File: src/rtl/cim_drain.sv
// Drain engine for a CiM cell group: snapshots N_GROUP accumulator words, streams them
// out in index order over valid/ready, pulses a clear back to the group and reports the sum.
module cim_drain #(
  parameter int N_GROUP    = 12,
  parameter int DATA_WIDTH = 32,
  localparam int IDX_WIDTH = (N_GROUP > 1) ? $clog2(N_GROUP) : 1,
  localparam int SUM_WIDTH = DATA_WIDTH + $clog2(N_GROUP) + 1
) (
  input  logic                               clk,
  input  logic                               rst,
  input  logic                               start_i,
  input  logic [N_GROUP-1:0][DATA_WIDTH-1:0] acc_i,
  output logic                               busy_o,
  output logic                               clear_o,
  output logic                               m_valid_o,
  input  logic                               m_ready_i,
  output logic [DATA_WIDTH-1:0]              m_data_o,
  output logic [IDX_WIDTH-1:0]               m_idx_o,
  output logic                               m_last_o,
  output logic                               done_o,
  output logic [SUM_WIDTH-1:0]               sum_o
);

  // Output handshake: a beat transfers on a cycle where m_valid_o && m_ready_i.
  // Once raised, m_valid_o and the beat payload hold until that transfer happens.

  typedef enum logic {
    IDLE   = 1'b0,
    STREAM = 1'b1
  } state_t;

  localparam logic [IDX_WIDTH-1:0] LAST_IDX = IDX_WIDTH'(N_GROUP - 1);

  state_t                             state;
  logic [N_GROUP-1:0][DATA_WIDTH-1:0] snap;
  logic [IDX_WIDTH-1:0]               idx;
  logic [SUM_WIDTH-1:0]               run_sum;

  logic                               streaming;
  logic                               at_last;
  logic [DATA_WIDTH-1:0]              cur_word;
  logic [SUM_WIDTH-1:0]               cur_word_ext;

  assign streaming    = (state == STREAM);
  assign at_last      = (idx == LAST_IDX);
  assign cur_word     = snap[idx];
  assign cur_word_ext = SUM_WIDTH'(cur_word);

  // busy_o is the state itself, which also serves as the FSM debug view.
  assign busy_o    = streaming;
  assign m_valid_o = streaming;
  assign m_data_o  = streaming ? cur_word : '0;
  assign m_idx_o   = streaming ? idx : '0;
  assign m_last_o  = streaming && at_last;

  always_ff @(posedge clk) begin
    if (rst) begin
      state   <= IDLE;
      snap    <= '0;
      idx     <= '0;
      run_sum <= '0;
      sum_o   <= '0;
      done_o  <= 1'b0;
      clear_o <= 1'b0;
    end else begin
      done_o  <= 1'b0;
      clear_o <= 1'b0;
      case (state)
        IDLE: begin
          if (start_i) begin
            snap    <= acc_i;
            idx     <= '0;
            run_sum <= '0;
            clear_o <= 1'b1;
            state   <= STREAM;
          end
        end
        STREAM: begin
          // start_i is deliberately not looked at here, even on the final beat.
          if (m_ready_i) begin
            if (at_last) begin
              sum_o  <= run_sum + cur_word_ext;
              done_o <= 1'b1;
              state  <= IDLE;
            end else begin
              idx     <= idx + 1'b1;
              run_sum <= run_sum + cur_word_ext;
            end
          end
        end
        default: state <= IDLE;
      endcase
    end
  end

  a_stall_stable: assert property (@(posedge clk) disable iff (rst)
    (m_valid_o && !m_ready_i) |=> (m_valid_o && $stable(m_data_o) && $stable(m_idx_o) && $stable(m_last_o)));

  a_clear_in_stream: assert property (@(posedge clk) disable iff (rst)
    clear_o |-> busy_o);

  a_done_idle: assert property (@(posedge clk) disable iff (rst)
    done_o |-> !busy_o);

endmodule

File: config.mk
export PLATFORM = sky130hd
export DESIGN_NAME = cim_drain
export DESIGN_NICKNAME = d
export VERILOG_FILES = /design/src/rtl/cim_drain.sv
export SDC_FILE = /design/constraint.sdc
export NUM_CORES = 1
export LEC_CHECK = 0
export BUFFER_PORTS_ARGS = -buffer_cell sky130_fd_sc_hd__buf_2
export CORE_UTILIZATION = 40
export CTS_CLUSTER_SIZE = 24
export DETAILED_ROUTE_END_ITERATION = 8
export PLACE_DENSITY_LB_ADDON = 0.12
export SYNTH_ARGS = -nofsm -noshare
export SYNTH_HDL_FRONTEND = slang
export SYNTH_SLANG_ARGS = --single-unit
File: constraint.sdc
create_clock -name clk -period 11.75 [get_ports clk]
set_input_delay 1.175 -clock clk [delete_from_list [all_inputs] [get_ports clk]]
set_output_delay 1.175 -clock clk [all_outputs]
set_load 0.005 [all_outputs]
; ---- Word level (Yosys, flattened, before mapping)
; Cells that the tools add are included.
; Widths: inputs -> output; s select.
[totals]
reg_bits = 465
in_bits = 388
out_inout_bits = 78
elab_cells = 50
[classes]
n_addsub = 2
order_cmp = 1
n_eq_ne = 4
muxes = 17
n_bitwise = 2
n_reduce_logical = 6
[ops]
columns = operator, count
row1 = $bmux 32 s4, 1
row2 = $mux 37, 3
row3 = $pmux 37 s2, 1
row4 = $mux 32, 2
row5 = $add 37x32->37, 1
row6 = $mux 4, 4
row7 = $pmux 4 s2, 1
row8 = $ne 2x2->1 const B, 3
row9 = $reduce_and 3->1, 2
row10 = $lt 4x5->1 const B, 1
row11 = $add 4x1->4 const B, 1
row12 = $eq 4x4->1 const B, 1
row13 = $mux 1, 4
row14 = $reduce_or 3->1, 1
row15 = $not 1->1, 2
row16 = $pmux 1 s2, 1
row17 = $reduce_and 2->1, 1
row18 = $reduce_or 2->1, 1
row19 = $logic_and 1x1->1, 1

; ---- Longest topological paths before layout
[depth]
ltp_word = 6
depth_mapped = 19
mapped_depth_nobuf = 15

; ---- Worst setup path after synthesis
; OpenSTA, ideal clock, no wires.
[synth_path]
kind = register -> register
from = register idx[1]
to = register run_sum[34]
setup_time_ps = 62
arrival_time_ps = 4264
t_required_ps = 11688
slack_ps = 7424
path_stages_with_launch = 18
path_buffers = 4
period_less_slack_ps = 4326
cell_sequence = dfxtp_1 > clkbuf_1 > clkbuf_1 > clkbuf_1 > mux4_2 > mux2i_1 > o21ai_0 > ha_1 > and3_4 > nand2_2 > or2_0 > or3_1 > a31oi_2 > nor3_2 > o31a_1 > buf_6 > or4_1 > nand3_1
[synth_between]
elab_chain_len = 6
elab_cells_between_ends = 9
cone_classes = add/sub: 1 / eq/ne: 2 / mux: 5 / reduce/logical: 1
[synth_rtl]
columns = element, line
row1 = start: declaration, 36  ; logic [IDX_WIDTH-1:0] idx;
row2 = start signal: assignment, 86  ; idx <= idx + 1'b1;
row3 = $bmux 32 s4, 46  ; assign cur_word = snap[idx];
row4 = $mux 32 (implied by the code), 46
row5 = $add 37x32->37, 87  ; run_sum <= run_sum + cur_word_ext;
row6 = $mux 37, 81  ; if (at_last) begin
row7 = $mux 37, 80  ; if (m_ready_i) begin
row8 = $pmux 37 s2, 68  ; case (state)
row9 = end signal: assignment, 87
row10 = end: declaration, 37  ; logic [SUM_WIDTH-1:0] run_sum;
; Several ways; a longest one is shown, not always the timed one. The select of a mux whose other input is x is not followed.
; A chain may end at the register's enable or synchronous reset.

; ---- Worst setup path in the final report
[layout_path]
from = register idx[1]
to = register sum_o[35]
[layout_between]
elab_chain_len = 3
elab_cells_between_ends = 5
cone_classes = add/sub: 1 / eq/ne: 1 / mux: 2 / reduce/logical: 1
[layout_rtl]
columns = element, line
row1 = $bmux 32 s4, 46
row2 = $mux 32 (implied by the code), 46
row3 = $add 37x32->37, 82  ; sum_o <= run_sum + cur_word_ext;
row4 = end signal: assignment, 82
row5 = end: declaration, 21  ; output logic [SUM_WIDTH-1:0] sum_o
; Several ways; a longest one is shown, not always the timed one. The select of a mux whose other input is x is not followed.

==> implementation parameters <==
Parameter                              Value

Status
  Result of the run ... finished, final reports clean

Power
  Seq pwr share ... 0.467
  Worst vdd ir ... about 0.10 mV
  Net switching component of the power ... ~0.95 mW
  Pwr Total ... 3.64 mW
  Switching power as a share of total power ... 0.261
  Pwr per Cell Area ... approximately 150 nW/um^2
  Part of the power in combinational logic ... 0.113
  Portion of total power attributed to the clock network ... 0.420
  Design internal power ... 2.69 mW
  Leakage component of the power ... around 10 nW

Global route
  Overall fraction of global-route tracks in use ... 0.279
  Congestion Overflow GR ... 0
  Global-route wire length before repair ... 112 mm
  Pin count of the biggest net entering global routing ... roughly 190
  Initial antenna violation count ... 1
  Via count of the first global-routing pass ... between 15000 and 20000

Timing
  Worst-case hold slack ... around 0.45 ns
  Setup total negative slack ... 0 ns
  Worst Tran Pin Value ... approximately 1.2 ns
  Post-route clock period utilization ... 0.491
  Post-route clock skew ... 0.0295 ns
  Maximum achievable frequency ... 173 MHz
  Unrepaired setup endpoints after global routing ... no
  Relative slew slack ... 0.180
  Final critical delay including setup and external delays ... a little under 6 ns
  Finish-stage setup viols ... 0
  Hold violation count in the final report ... 0
  Number of pins with negative max-slew slack in the final report ... 0

Placed design
  Area after detailed placement ... about 23000 sq um
  Number of buffer cells added on primary ports ... ~470
  Sum of net half-perimeters after detailed placement ... between 50 and 60 mm
  Final weighted congestion in routability-driven placement ... roughly 0.89

Critical path
  Sort of element at the end of the critical path ... register
  Worst setup path startpoint ... idx[1]
  Critical path peak fanout ... 61
  WP buf/inv ... 1
  R2r startpoint ... idx[1]
  Critical path startpoint category ... register
  Cell breakdown of the critical path ... buf_4 -> mux4_2 -> mux2i_1 -> o21ai_0 -> ha_1 -> nand4_1 -> nor2_1 -> a2111oi_0 -> o31a_1 -> o21a_1 -> o311ai_2 -> a211oi_1 -> o21ai_0 -> a311oi_1
  Critical path data arrival time ... 6.26 ns
  Terminus of the critical flop-to-flop path ... sum_o[35]
  Critical Path Most Common Cell ... o21ai_0
  Highest-delay cell along the critical path ... buf_4
  Max incr delay on CP ... roughly 0.86 ns
  Worst Path Required ... between 10 and 15 ns
  Worst path depth ... 14
  Worst reg-to-reg setup slack ... 5.98 ns
  Worst Path Class, Setup ... register to register
  Reg2reg path depth ... 14
  Kind of cell adding the most delay to the critical path ... compound AO/OA/AOI/OAI gates

Worst hold path
  Hold endpoint ... snap[194]
  Hold Path Depth ... 2
  Hold path startpoint ... snap[194]
  Path class of the lowest-slack min-delay path ... register to register

Synthesis
  Commonest cells post-synth ... 892 x nand2_1, 465 x dfxtp_1, 454 x a21oi_1
  Number of enable-type register cells in the synthesized netlist ... 0
  Cell with the most instances after synthesis ... nand2_1
  Mean post-synth cell area ... 8.30 sq um
  Area share of the largest cell type after synthesis ... 0.448
  Ys async rst share ... 0
  Sequential element share of the synthesized area ... 0.448
  Total number of yosys warnings ... 0
  Post-Synthesis Cells ... 2503
  Leading post-synthesis cells by cell area ... dfxtp_1 45%, nand2_1 16%, a21oi_1 11%
  Post-synth top flop ... dfxtp_1
  Unique masters post-synth ... between 60 and 70
  Synth Cell Area ... a little over 20000 sq um
  Post-synth net total ... 2925
  Flip-flop and latch count after synthesis ... approximately 470
  Post-synth top area cell ... dfxtp_1

Clocking
  Total number of H-tree levels ... 2
  Clock tree from TritonCTS ... yes
  Clock sink count ... between 400 and 500
  Clock buffers created by TritonCTS ... 49
  CTS clk-pin slew, worst paths ... ~0.060 ns
  Clk root buf ... clkbuf_16
  Hold-fix buffer count after cts ... 0
  Post-CTS setup buffer count ... 0
  Clk_lat worst skew ... 0.60 ns
  Max Root-Sink Buffers ... 3
  Number of gates resized after CTS ... 0

Layout
  Layout-stage area growth over the synthesis result ... 20.3%
  Fin area ... 25000 sq um
  Proportion of layout cells with a drive suffix above 1 ... 0.236
  Final nets ... around 3300

Routing
  Total routed wirelength ... approximately 75 mm
  Number of design-rule violations left by the first detailed-router iteration ... 1393
  DRC viols ... 0
  Antenna-violating nets left ... 0
  Avg Vias per Cell ... 5.34
  Via total after detailed routing ... ~19000
  Routed length per placed instance ... 21.0 microns
  First-pass iteration count of the detailed router ... 6

Floorplan
  Floorplan die width ... 230 microns
  IO Count ... ~470
  Placement row count ... 83
  Total Die Area ... 52800 sq um
  Initial Utilization ... 0.405
  Die height ... 230 microns
  Placeable core area ... between 50000 and 60000 sq um

Job
  Max capacitance violation total ... 0
-- worst max path at each step --
stage / end / slack (ns)
finish: sum_o[35] / 5.98
global route: sum_o[35] / 5.66
CTS: sum_o[35] / 6.08
detailed placement: sum_o[35] / 6.11
global placement: sum_o[35] / 6.14
floorplan: run_sum[34] / 7.42
-- worst min-delay path: cells and delay by family (launching register included) --
family          cells  cell delay (ns)
simple gates        1             0.05
flops               1             0.30
compound gates      1             0.05
-- routing by layer --
layer  vias up  part of all wire  GRT usage
met1      9195              0.44      0.374
met5         -                 0          0
met4         0             0.035      0.111
met2       576              0.48      0.457
met3       103             0.049     0.0335
li1       9200                 -          -
-- placed cells by master, fill, tap and decap left out, types with 4 or more instances in the layout --
| master | Yosys | layout |
|---|---|---|
| and2_1 | 38 | 38 |
| xor2_1 | 11 | 11 |
| xnor2_1 | 16 | 16 |
| a22o_1 | 9 | 9 |
| mux2i_1 | 33 | 33 |
| and3_1 | 4 | 4 |
| buf_2 | 1 | 464 |
| nor2_1 | 29 | 28 |
| a21o_1 | 16 | 16 |
| a21oi_1 | 454 | 454 |
| nor3_1 | 12 | 12 |
| mux4_2 | 96 | 96 |
| clkbuf_16 | 0 | 50 |
| a311oi_1 | 4 | 4 |
| nor2b_1 | 7 | 5 |
| inv_1 | 12 | 12 |
| nand2_1 | 892 | 892 |
| clkbuf_1 | 165 | 19 |
| nand4b_1 | 4 | 4 |
| or4_1 | 6 | 6 |
| clkbuf_8 | 2 | 11 |
| o21ai_0 | 55 | 55 |
| nor3b_1 | 5 | 5 |
| nand3_1 | 28 | 28 |
| ha_1 | 33 | 33 |
| buf_4 | 2 | 22 |
| nand3b_1 | 6 | 6 |
| o21bai_1 | 5 | 5 |
| nand4_1 | 7 | 7 |
| or3_1 | 7 | 7 |
| clkinv_2 | 0 | 5 |
| dfxtp_1 | 465 | 462 |
-- registers in the layout (all words and copies together) (netlist names) --
name     count
done_o       1
sum_o       37
clear_o      1
busy_o       1
run_sum     37
snap       384
idx          4
-- cell families (layout without fill, tap and decap cells) --
logic type                 count (synthesis)  after routing  synth area share
and+or+nand+nor                         1061           1061             0.209
DFF                                      465            465             0.448
buffers and inverters                    206            590            0.0390
xor gates and xnor gates                  27             27            0.0114
muxes                                    129            129             0.120
adders and majority gates                 34             34            0.0208
AOI/OAI and AO/OA                        581            581             0.152
other                                      0              2                 0
-- power by group through the flow --
| stage | clock [mW] | combinational (mW) | sequential (mW) |
|---|---|---|---|
| floorplan | 0 | 0.248 | 1.71 |
| global placement | 0 | 0.408 | 1.73 |
| detailed placement | 0 | 0.412 | 1.73 |
| CTS | 1.56 | 0.413 | 1.70 |
| global route | 1.62 | 0.449 | 1.71 |
| finish | 1.53 | 0.412 | 1.70 |
-- through the flow --
| stage | util | instances | setup slack [ns] |
|---|---|---|---|
| floorplan | - | 2503 | 7.42 |
| global placement | 0.456 | 3477 | 6.14 |
| detailed placement | 0.456 | 3477 | 6.11 |
| CTS | 0.487 | 3567 | 6.08 |
| global route | 0.487 | 3568 | 5.66 |
| finish | 0.487 | 3569 | 5.98 |
-- final cells by class --
| cell class | count | area, sq um |
|---|---|---|
| clock buffer | 80 | 1470 |
| fill | 5145 | 26300 |
| inverter | 12 | 45.0 |
| tap | 680 | 851 |
| sequential | 465 | 9320 |
| multi-input combinational | 1832 | 10700 |
| antenna | 2 | 5.00 |
| timing repair buffer | 488 | 2520 |
| clock inverter | 10 | 95.1 |
Power figures use the tool's default switching activity.
